## config.mk

```make
export PLATFORM = sky130hd
export DESIGN_NAME = my_top_level
export DESIGN_NICKNAME = d
export VERILOG_FILES = /design/src/rtl/my_top_level_pkg.sv /design/src/rtl/add_pipe_stage.sv /design/src/rtl/my_top_level.sv
export SDC_FILE = /design/constraint.sdc
export NUM_CORES = 1
export LEC_CHECK = 0
export CAP_MARGIN = 5
export CORE_MARGIN = 4
export CORE_UTILIZATION = 41
export CTS_CLUSTER_SIZE = 16
export DETAILED_ROUTE_END_ITERATION = 12
export PLACE_DENSITY_LB_ADDON = 0.05
export SYNTH_ARGS = -nofsm -noshare
export SYNTH_HDL_FRONTEND = slang
export SYNTH_SLANG_ARGS = --single-unit
```

## constraint.sdc

```tcl
create_clock -name clk -period 1 [get_ports clk]
set_clock_uncertainty 0.2 [all_clocks]
set_input_delay 0.25 -clock clk [delete_from_list [all_inputs] [get_ports clk]]
set_output_delay 0.25 -clock clk [all_outputs]
set_load 0.01 [all_outputs]
```

## src/rtl/my_top_level_pkg.sv

```systemverilog
// Shared constants and types for the my_top_level registered adder.
`default_nettype none

package my_top_level_pkg;

  localparam int ADD_WIDTH       = 8;
  localparam int MAX_PIPE_STAGES = 4;

  // {carry, sum} word held by each pipeline stage at the default width.
  typedef logic [ADD_WIDTH:0] stage_word_t;

  function automatic int clamp_stages(input int stages);
    if (stages < 1) return 1;
    if (stages > MAX_PIPE_STAGES) return MAX_PIPE_STAGES;
    return stages;
  endfunction

endpackage

`default_nettype wire

```

## src/rtl/add_pipe_stage.sv

```systemverilog
// One {carry, sum} pipeline register with asynchronous active-low clear.
`default_nettype none

module add_pipe_stage #(
  parameter int W = 9
) (
  input  logic         clk,
  input  logic         reset,
  input  logic [W-1:0] d_i,
  output logic [W-1:0] q_o
);

  logic [W-1:0] word_q;

  always_ff @(posedge clk or negedge reset) begin
    if (!reset) begin
      word_q <= '0;
    end else begin
      word_q <= d_i;
    end
  end

  assign q_o = word_q;

endmodule

`default_nettype wire

```

## src/rtl/my_top_level.sv

```systemverilog
// Registered unsigned adder with PIPE_STAGES output registers.
// Build option: MY_TOP_LEVEL_SATURATE_EN clamps overflowing sums to all-ones.
`default_nettype none

module my_top_level
  import my_top_level_pkg::*;
#(
  parameter int WIDTH       = ADD_WIDTH,
  parameter int PIPE_STAGES = 1
) (
  input  logic             clk,
  input  logic             reset,
  input  logic [WIDTH-1:0] io_A,
  input  logic [WIDTH-1:0] io_B,
  output logic [WIDTH-1:0] io_X,
  output logic             io_C
);

  localparam int STAGES = clamp_stages(PIPE_STAGES);

  logic [WIDTH:0] sum_d;
  logic [WIDTH:0] stage_d;
  logic [STAGES:0][WIDTH:0] chain;

  assign sum_d = {1'b0, io_A} + {1'b0, io_B};

`ifdef MY_TOP_LEVEL_SATURATE_EN
  // Carry is kept raw; only the sum field saturates.
  assign stage_d = sum_d[WIDTH] ? {1'b1, {WIDTH{1'b1}}} : sum_d;
`else
  assign stage_d = sum_d;
`endif

  assign chain[0] = stage_d;

  for (genvar i = 0; i < STAGES; i++) begin : g_stage
    add_pipe_stage #(
      .W (WIDTH + 1)
    ) u_stage (
      .clk   (clk),
      .reset (reset),
      .d_i   (chain[i]),
      .q_o   (chain[i+1])
    );
  end

  assign io_X = chain[STAGES][WIDTH-1:0];
  assign io_C = chain[STAGES][WIDTH];

endmodule

`default_nettype wire

```

==> results of run 1 <==
[kinds of logic after synthesis]
| kind of cell | synth area share |
|---|---|
| AND/OR/NAND/NOR | 0.105 |
| multiplexers | 0.0182 |
| XOR/XNOR | 0.0638 |
| AO/OA/AOI/OAI | 0.164 |
| buffers and inverters | 0.0205 |
| adder cells (fa/ha/maj) | 0.219 |
| flip-flops | 0.410 |
[Yosys cell counts (all sizes together) (2+ instances only)]
library cell | n | area, sq um
a21o | 2 | 15.0
a21oi | 5 | 25.0
a311o | 2 | 20.0
dfrtp | 9 | 225
ha | 8 | 100
inv | 3 | 11.3
nand2 | 3 | 11.3
nand3 | 2 | 10.0
nor2 | 2 | 7.51
nor2b | 2 | 12.5
nor3 | 2 | 10.0
xnor2 | 2 | 17.5
xor2 | 2 | 17.5
[repair_timing]
| item | CTS |
|---|---|
| endpoints found under the setup margin | 17 |
| gates resized for setup | 114 |
| setup buffers | 5 |
| endpoints found under the hold margin | 1 |
| pin swaps | 28 |
[per-stage QoR]
step	area (sq um)	instances	hold slack, ns	worst slack [ns]
2_1_floorplan	626	51	-0.246	-0.493
3_3_place_gp	1010	103	0.384	-1.01
3_5_place_dp	1010	103	0.384	-1.08
4_1_cts	1110	111	-0.0157	-0.383
==> metrics.txt, run 1 <==
Yosys cell types=21; Post-Syn Area=549 sq um; H-tree depth=1; flops & latches, synth=9; Chip Height=44.6 um; Mapped Cells=51; Post-Syn Nets=78; status=stopped before the end; CTS Buf Count=3; maximum buffer depth of the clock tree=2; Seq/Total Area, Yosys=0.410; worst_ep grt=g_stage[0].u_stage.q_o[6]$_DFF_PN0_/D; worst_ep kind=register data pin; CTS root buf=clkbuf_4; row count=12; Log Error=[ERROR DPL-0038] Utilization greater than 100%, impossible to legalize; IO Count=27; EDFF count, synth=0; Ys Warns=0; port buffer count=26; die outline width=44.6 um; dominant synthesized flop cell=dfrtp_1; halt point of the flow=5_1_grt; DP HPWL=1.42 mm; Async SR Flop Fraction=1.00; clock sinks=9; initial cell density of the core=0.463; pin count of the biggest net entering global routing=10; syn_area_per_cell=10.8 sq um; GPL Wtd Cong=0.707
==> run 2: changes to the inputs <==
--- a/config.mk
+++ b/config.mk
@@ -6,11 +6,10 @@
 export NUM_CORES = 1
 export LEC_CHECK = 0
 export CAP_MARGIN = 5
-export CORE_MARGIN = 4
-export CORE_UTILIZATION = 41
-export CTS_CLUSTER_SIZE = 16
+export CORE_AREA = 4 4 65 67
 export DETAILED_ROUTE_END_ITERATION = 12
-export PLACE_DENSITY_LB_ADDON = 0.05
+export DIE_AREA = 0 0 69 71
+export PLACE_DENSITY_LB_ADDON = 0.15
 export SYNTH_ARGS = -nofsm -noshare
 export SYNTH_HDL_FRONTEND = slang
 export SYNTH_SLANG_ARGS = --single-unit
==> run 2 against run 1 <==
The flow now finishes, with violations (negative setup slack). Synthesized cell count is the same. Area after synthesis did not move.
==> metrics.txt, run 2 <==
maximum clock rate=718 MHz; Final setup viols=17; vias in the first global route=585; Yosys cell types=21 (unchanged); setup TNS=-3.65 ns; Ys Warns=0 (unchanged); Yosys top cell by area=dfrtp_1; Routed wire per std cell=10.7 um; CTS Buf Count=3 (unchanged); status=finished with violations; syn_area_per_cell=10.8 sq um (unchanged); VDD IR max=0.000587 V; Critical Path RT=0.90 ns; Slew Limit Headroom=0.834; antenna cells=0; Post-Syn Area=549 sq um (unchanged); Leakage Power=0.520 nW; Commonest cells post-synth=dfrtp_1, ha_1, a21oi_1; row count=22 (+10); antenna viol nets, final=0; period utilization=1.39; initial cell density of the core=0.151 (-0.312); Setup CP Type=in2reg; RSZ-0062 raised after global routing=true; # fillers=376; Final Hold Vio Count=0; die outline width=69 um (+55%); EDFF count, synth=0 (unchanged); fin area=1210 sq um; gr ovfl total=0; CTS root buf=clkbuf_8; Initial DRC Count=7; max_cap viols=0; Setup WS pre-CTS=-1.06 ns (+0.0183 ns); placed insts=138 (+34%); Die Area=4900 sq um; Hold Crit Class=in2reg; Total Power Consumption=1.43 mW; vias=550; most frequent cells in the layout=buf_6, buf_4, buf_2; final layout net count=126; clock sinks=9 (unchanged); Critical Path Source Type=input port; maximum buffer depth of the clock tree=2 (unchanged); top-area cell type share of the netlist area=0.410 (unchanged); dominant synthesized flop cell=dfrtp_1; minimum clock period=1.39 ns; top cells by area, synth=dfrtp_1, ha_1, a21oi_1; CORE AREA=3630 sq um; Clock Pin Slew Worst Setup and Hold Paths=0.04 ns; vias per cell=3.77; Mapped Cells=51 (unchanged); Async SR Flop Fraction=1.00 (unchanged); hold_sp=io_A[0]; pin count of the biggest net entering global routing=10; initial antenna violation count=0; count leader, synth=dfrtp_1; Initial DRT Pass Iterations=4; H-tree depth=1 (unchanged); first-pass GRT wire length=2.59 mm; violated checks=negative setup slack; PnR worst setup slack=-0.393 ns; crit path from=io_A[2]; layout overhead on the synthesized area=120%; worst slew pin tran=0.249 ns; GPL Wtd Cong=0.629 (-11%); flops & latches, synth=9 (unchanged); Final Max Tran Viols=0; IO Count=27 (unchanged); P per Cell Area=1180 nW/um^2; port buffer count=26 (unchanged); GRT Util Overall=0.0653; Seq/Total Area, Yosys=0.410 (unchanged); Residual DRC=0; cts hold-fix bufs=0; share of layout cells above drive strength 1=0.663; CP Max Fanout=3; final std cells w/o fill=146; max reg flops=9; Chip Height=71 um (+59%); Post-Route WL=1.56 mm; Post-Syn Nets=78 (unchanged); CP arrival=1.29 ns; Crit. End Element=register; CTS tree=yes; Area after DPL=1060 sq um (+5.0%)
-- run 2: cell counts after synthesis --
No cell type changed its count.
-- run 2: area by class of cell --
class / instances / area, sq um / share of cell area
Clock buffer: 4 / 45.0 / 0.0372
Inverter: 3 / 11.3 / 0.00931
Multi-Input combinational cell: 39 / 504 / 0.417
Sequential cell: 9 / 225 / 0.186
Tap cell: 48 / 60.1 / 0.0496
Timing Repair Buffer: 43 / 364 / 0.301
-- run 2: logic make-up (layout without fill, tap and decap cells) --
kind of cell,count (synthesis),after routing,share of synthesized area
AND/OR/NAND/NOR,12,12,0.105
AO/OA/AOI/OAI,13,13,0.164
multiplexers,1,1,0.0182
adder cells (fa/ha/maj),9,9,0.219
XOR/XNOR,4,4,0.0638
buffers and inverters,3,50,0.0205
flip-flops,9,9,0.410
-- run 2: power by group --
part | total, mW | leakage (nW) | switching (mW) | internal (mW)
Combinational | 0.587 | 0.392 | 0.259 | 0.327
Sequential | 0.440 | 0.105 | 0.0123 | 0.428
Clock | 0.403 | 0.0228 | 0.127 | 0.276
Total | 1.43 | 0.520 | 0.398 | 1.03
-- run 2: per-layer routing --
metal | vias up | GRT usage | wire length, um
li1 | 282 | - | -
met1 | 251 | 0.0740 | 663
met2 | 15 | 0.110 | 807
met3 | 2 | 0.0298 | 66
met4 | 0 | 0.0195 | 19
met5 | - | 0 | 0
-- run 2: critical path, stage by stage --
cell	delay [ns]
buf_6	0.10
ha_4	0.26
a21oi_4	0.23
a21oi_4	0.09
a311o_1	0.36
-- run 2: metrics by stage --
step | hold slack [ns] | utilization
floorplan | -0.246 | -
global placement | 0.385 | 0.291
detailed placement | 0.395 | 0.291
CTS | 0.0339 | 0.320
global route | 0.0322 | 0.333
finish | 0.0397 | 0.333
-- run 2: path summary, 6_finish.rpt --
path / end / cells past startpoint
max in group asynchronous: g_stage[0].u_stage.q_o[5] / 2
setup / recovery: g_stage[0].u_stage.q_o[5] / 5
min in group asynchronous: g_stage[0].u_stage.q_o[7] / 2
hold / removal: g_stage[0].u_stage.q_o[0] / 2
-- run 2: timing repair --
item                                    4_1_cts  5_1_grt
gates resized for setup                     110       12
endpoints found under the setup margin       18       17
buffers inserted                              4        0
pin swaps                                    26       15
endpoints found under the hold margin         0        0
Power figures use the tool's default switching activity.
==> run 3: changes to the inputs <==
--- a/config.mk
+++ b/config.mk
@@ -5,7 +5,7 @@
 export SDC_FILE = /design/constraint.sdc
 export NUM_CORES = 1
 export LEC_CHECK = 0
-export CAP_MARGIN = 5
+export CAP_MARGIN = 20
 export CORE_AREA = 4 4 65 67
 export DETAILED_ROUTE_END_ITERATION = 12
 export DIE_AREA = 0 0 69 71
==> results of run 3 <==
No change in the layout: final DEF, timing and power equal those of run 2.
==> run 4: changes to the inputs <==
--- a/config.mk
+++ b/config.mk
@@ -10,6 +10,7 @@
 export DETAILED_ROUTE_END_ITERATION = 12
 export DIE_AREA = 0 0 69 71
 export PLACE_DENSITY_LB_ADDON = 0.15
+export REMOVE_ABC_BUFFERS = 1
 export SYNTH_ARGS = -nofsm -noshare
 export SYNTH_HDL_FRONTEND = slang
 export SYNTH_SLANG_ARGS = --single-unit
==> run 4 against run 3 <==
Via count is 4.9% higher. Hold slack worse by 0.00083 ns. First-iteration DRC count grew to 3.6 times the previous value. Highest routed layer unchanged. Non-clock buffer count is 4 higher. The run still ends with negative setup slack left. Largest cell class unchanged. Critical path type unchanged. Cell area is 3.2% higher.
==> metrics.txt, run 4 (synthesized netlist as in run 2, its figures left out) <==
status=finished with violations; violated checks=negative setup slack; placed insts=141 (+2.2%); CP arrival=1.37 ns (+0.08 ns); clock network power share=0.274 (-0.008); Worst Setup EP=g_stage[0].u_stage.q_o[6]; worst slew pin tran=0.232 ns (-0.0172 ns); Setup CP Type=in2reg; Clock Pin Slew Worst Setup and Hold Paths=0.04 ns (about the same); Setup WS pre-CTS=-1.16 ns (-0.0996 ns); DP HPWL=1.23 mm; Post-Route WL=1.68 mm (+8.2%); CTS tree=yes; Sequential Area=225 sq um (unchanged); most frequent cells in the layout=buf_4, buf_6, buf_2; # fillers=391 (+4.0%); P per Cell Area=1160 nW/um^2 (-1.4%); Crit. End Element=register; Final Max Tran Viols=0 (unchanged); layout overhead on the synthesized area=127%; CTS Buf Count=3 (unchanged); final layout net count=130 (+3.2%); fin area=1250 sq um (+3.2%); GRT Util Overall=0.0733 (+0.00800); port buffer count=26 (unchanged); Int Power=1.05 mW (+1.6%); Final setup viols=17 (unchanged); Slew Limit Headroom=0.845 (+0.0118); VDD IR max=0.000324 V (-45%); minimum clock period=1.43 ns (+0.0334 ns); final std cells w/o fill=150 (+2.7%); most common cell after layout, fill and taps aside=buf_4; vias per cell=3.85 (+2.1%); Multi-input gate area=519 sq um (+3.0%); antenna cells=0 (unchanged); H-tree depth=1 (unchanged); Final Hold Vio Count=0 (unchanged); RSZ-0062 raised after global routing=true; Area after DPL=1000 sq um (-5.1%); gr busiest metal=met2; PnR worst setup slack=-0.426 ns (-0.0334 ns); max reg flops=9 (unchanged); M1 GR Usage=0.0800 (+0.00602); Sequential Power Share=0.303 (-0.005); die outline width=69 um (unchanged); NetSw=406 uW (+2.0%); row count=22 (unchanged); max_cap viols=0 (unchanged); share of layout cells above drive strength 1=0.676 (+0.0132); Critical Path Source Type=input port; met3 GRT Util=0.0227 (-0.00710); Hold Crit Class=in2reg; CP Max Fanout=2 (-1); Initial DRC Count=25 (+18); IO Count=27 (unchanged); period utilization=1.43 (+0.0334); CORE AREA=3630 sq um (unchanged); vias in the first global route=640 (+9.4%); crit path from=io_A[0]; Leakage Power=0.544 nW (+4.5%); combinational power share=0.423 (+0.013); initial cell density of the core=0.151 (unchanged); vias=577 (+4.9%); Critical Path RT=0.95 ns (+0.05 ns); switching part of the total=0.279 (+0.000666); initial antenna violation count=0 (unchanged); pin count of the biggest net entering global routing=10 (unchanged); maximum buffer depth of the clock tree=2 (unchanged); CTS root buf=clkbuf_8; antenna viol nets, final=0 (unchanged); gr ovfl total=0 (unchanged); Die Area=4900 sq um (unchanged); GPL Wtd Cong=0.719 (+14%); clock sinks=9 (unchanged); Initial DRT Pass Iterations=3 (-1); Residual DRC=0 (unchanged); met2 Resource Use GR=0.124 (+0.0138); Total Power Consumption=1.45 mW (+1.7%); Routed wire per std cell=11.2 um (+5.3%); first-pass GRT wire length=2.84 mm (+9.6%); maximum clock rate=701 MHz (-2.3%); Chip Height=71 um (unchanged)
-- run 4: routing by layer --
layer / routed length (um) / vias up
met5: 0 / -
met4: 43 / 0
met3: 94 / 4
met2: 863 / 17
met1: 682 / 265
li1: - / 291
-- run 4: final cells by class --
type,instances,area share
Clock buffer,4,0.0361
Inverter,3,0.00902
Multi-Input combinational cell,39,0.416
Sequential cell,9,0.180
Tap cell,48,0.0481
Timing Repair Buffer,47,0.311
-- run 4: per-stage QoR --
stage	hold slack, ns	TNS (ns)	util
2_1_floorplan	-0.246	-3.74	-
3_3_place_gp	0.382	-10.51	0.276
3_5_place_dp	0.379	-10.78	0.276
4_1_cts	0.0345	-3.97	0.330
5_1_grt	0.0305	-4.29	0.344
6_report	0.0388	-3.85	0.344
-- run 4: how the worst min path moves through the flow --
| stage | from | to | slack, ns | cells past startpoint |
|---|---|---|---|---|
| final | io_B[0] | g_stage[0].u_stage.q_o[0] | 0.04 | 2 |
| after global placement | reset | g_stage[0].u_stage.q_o[0] | 0.38 | 2 |
| after detailed placement | reset | g_stage[0].u_stage.q_o[0] | 0.38 | 2 |
| after floorplan | reset | g_stage[0].u_stage.q_o[0] | -0.25 | 0 |
| after CTS | io_A[0] | g_stage[0].u_stage.q_o[0] | 0.03 | 2 |
| after global routing | io_B[0] | g_stage[0].u_stage.q_o[0] | 0.03 | 2 |
-- run 4: timing repair --
| item | 4_1_cts | 5_1_grt |
|---|---|---|
| cloned | 0 | 0 |
| pin swaps | 25 | 10 |
| resized for setup | 123 | 9 |
| endpoints found under the setup margin | 18 | 17 |
| buffers inserted | 5 | 1 |
| hold buffers | 0 | 0 |
-- run 4: power groups by stage --
stage | Sequential [mW] | Combinational, mW | Clock [mW]
4_1_cts | 0.443 | 0.580 | 0.408
6_report | 0.441 | 0.615 | 0.398
3_5_place_dp | 0.451 | 0.516 | 0
2_1_floorplan | 0.486 | 0.161 | 0
3_3_place_gp | 0.447 | 0.516 | 0
5_1_grt | 0.446 | 0.669 | 0.437
-- run 4: critical path, cell delays in order --
cell and delay [ns]:
buf_6 0.10, ha_4 0.15, fa_2 0.38, a21oi_2 0.16, nor2_1 0.08, nor2_2 0.14
xnor2_1 0.12
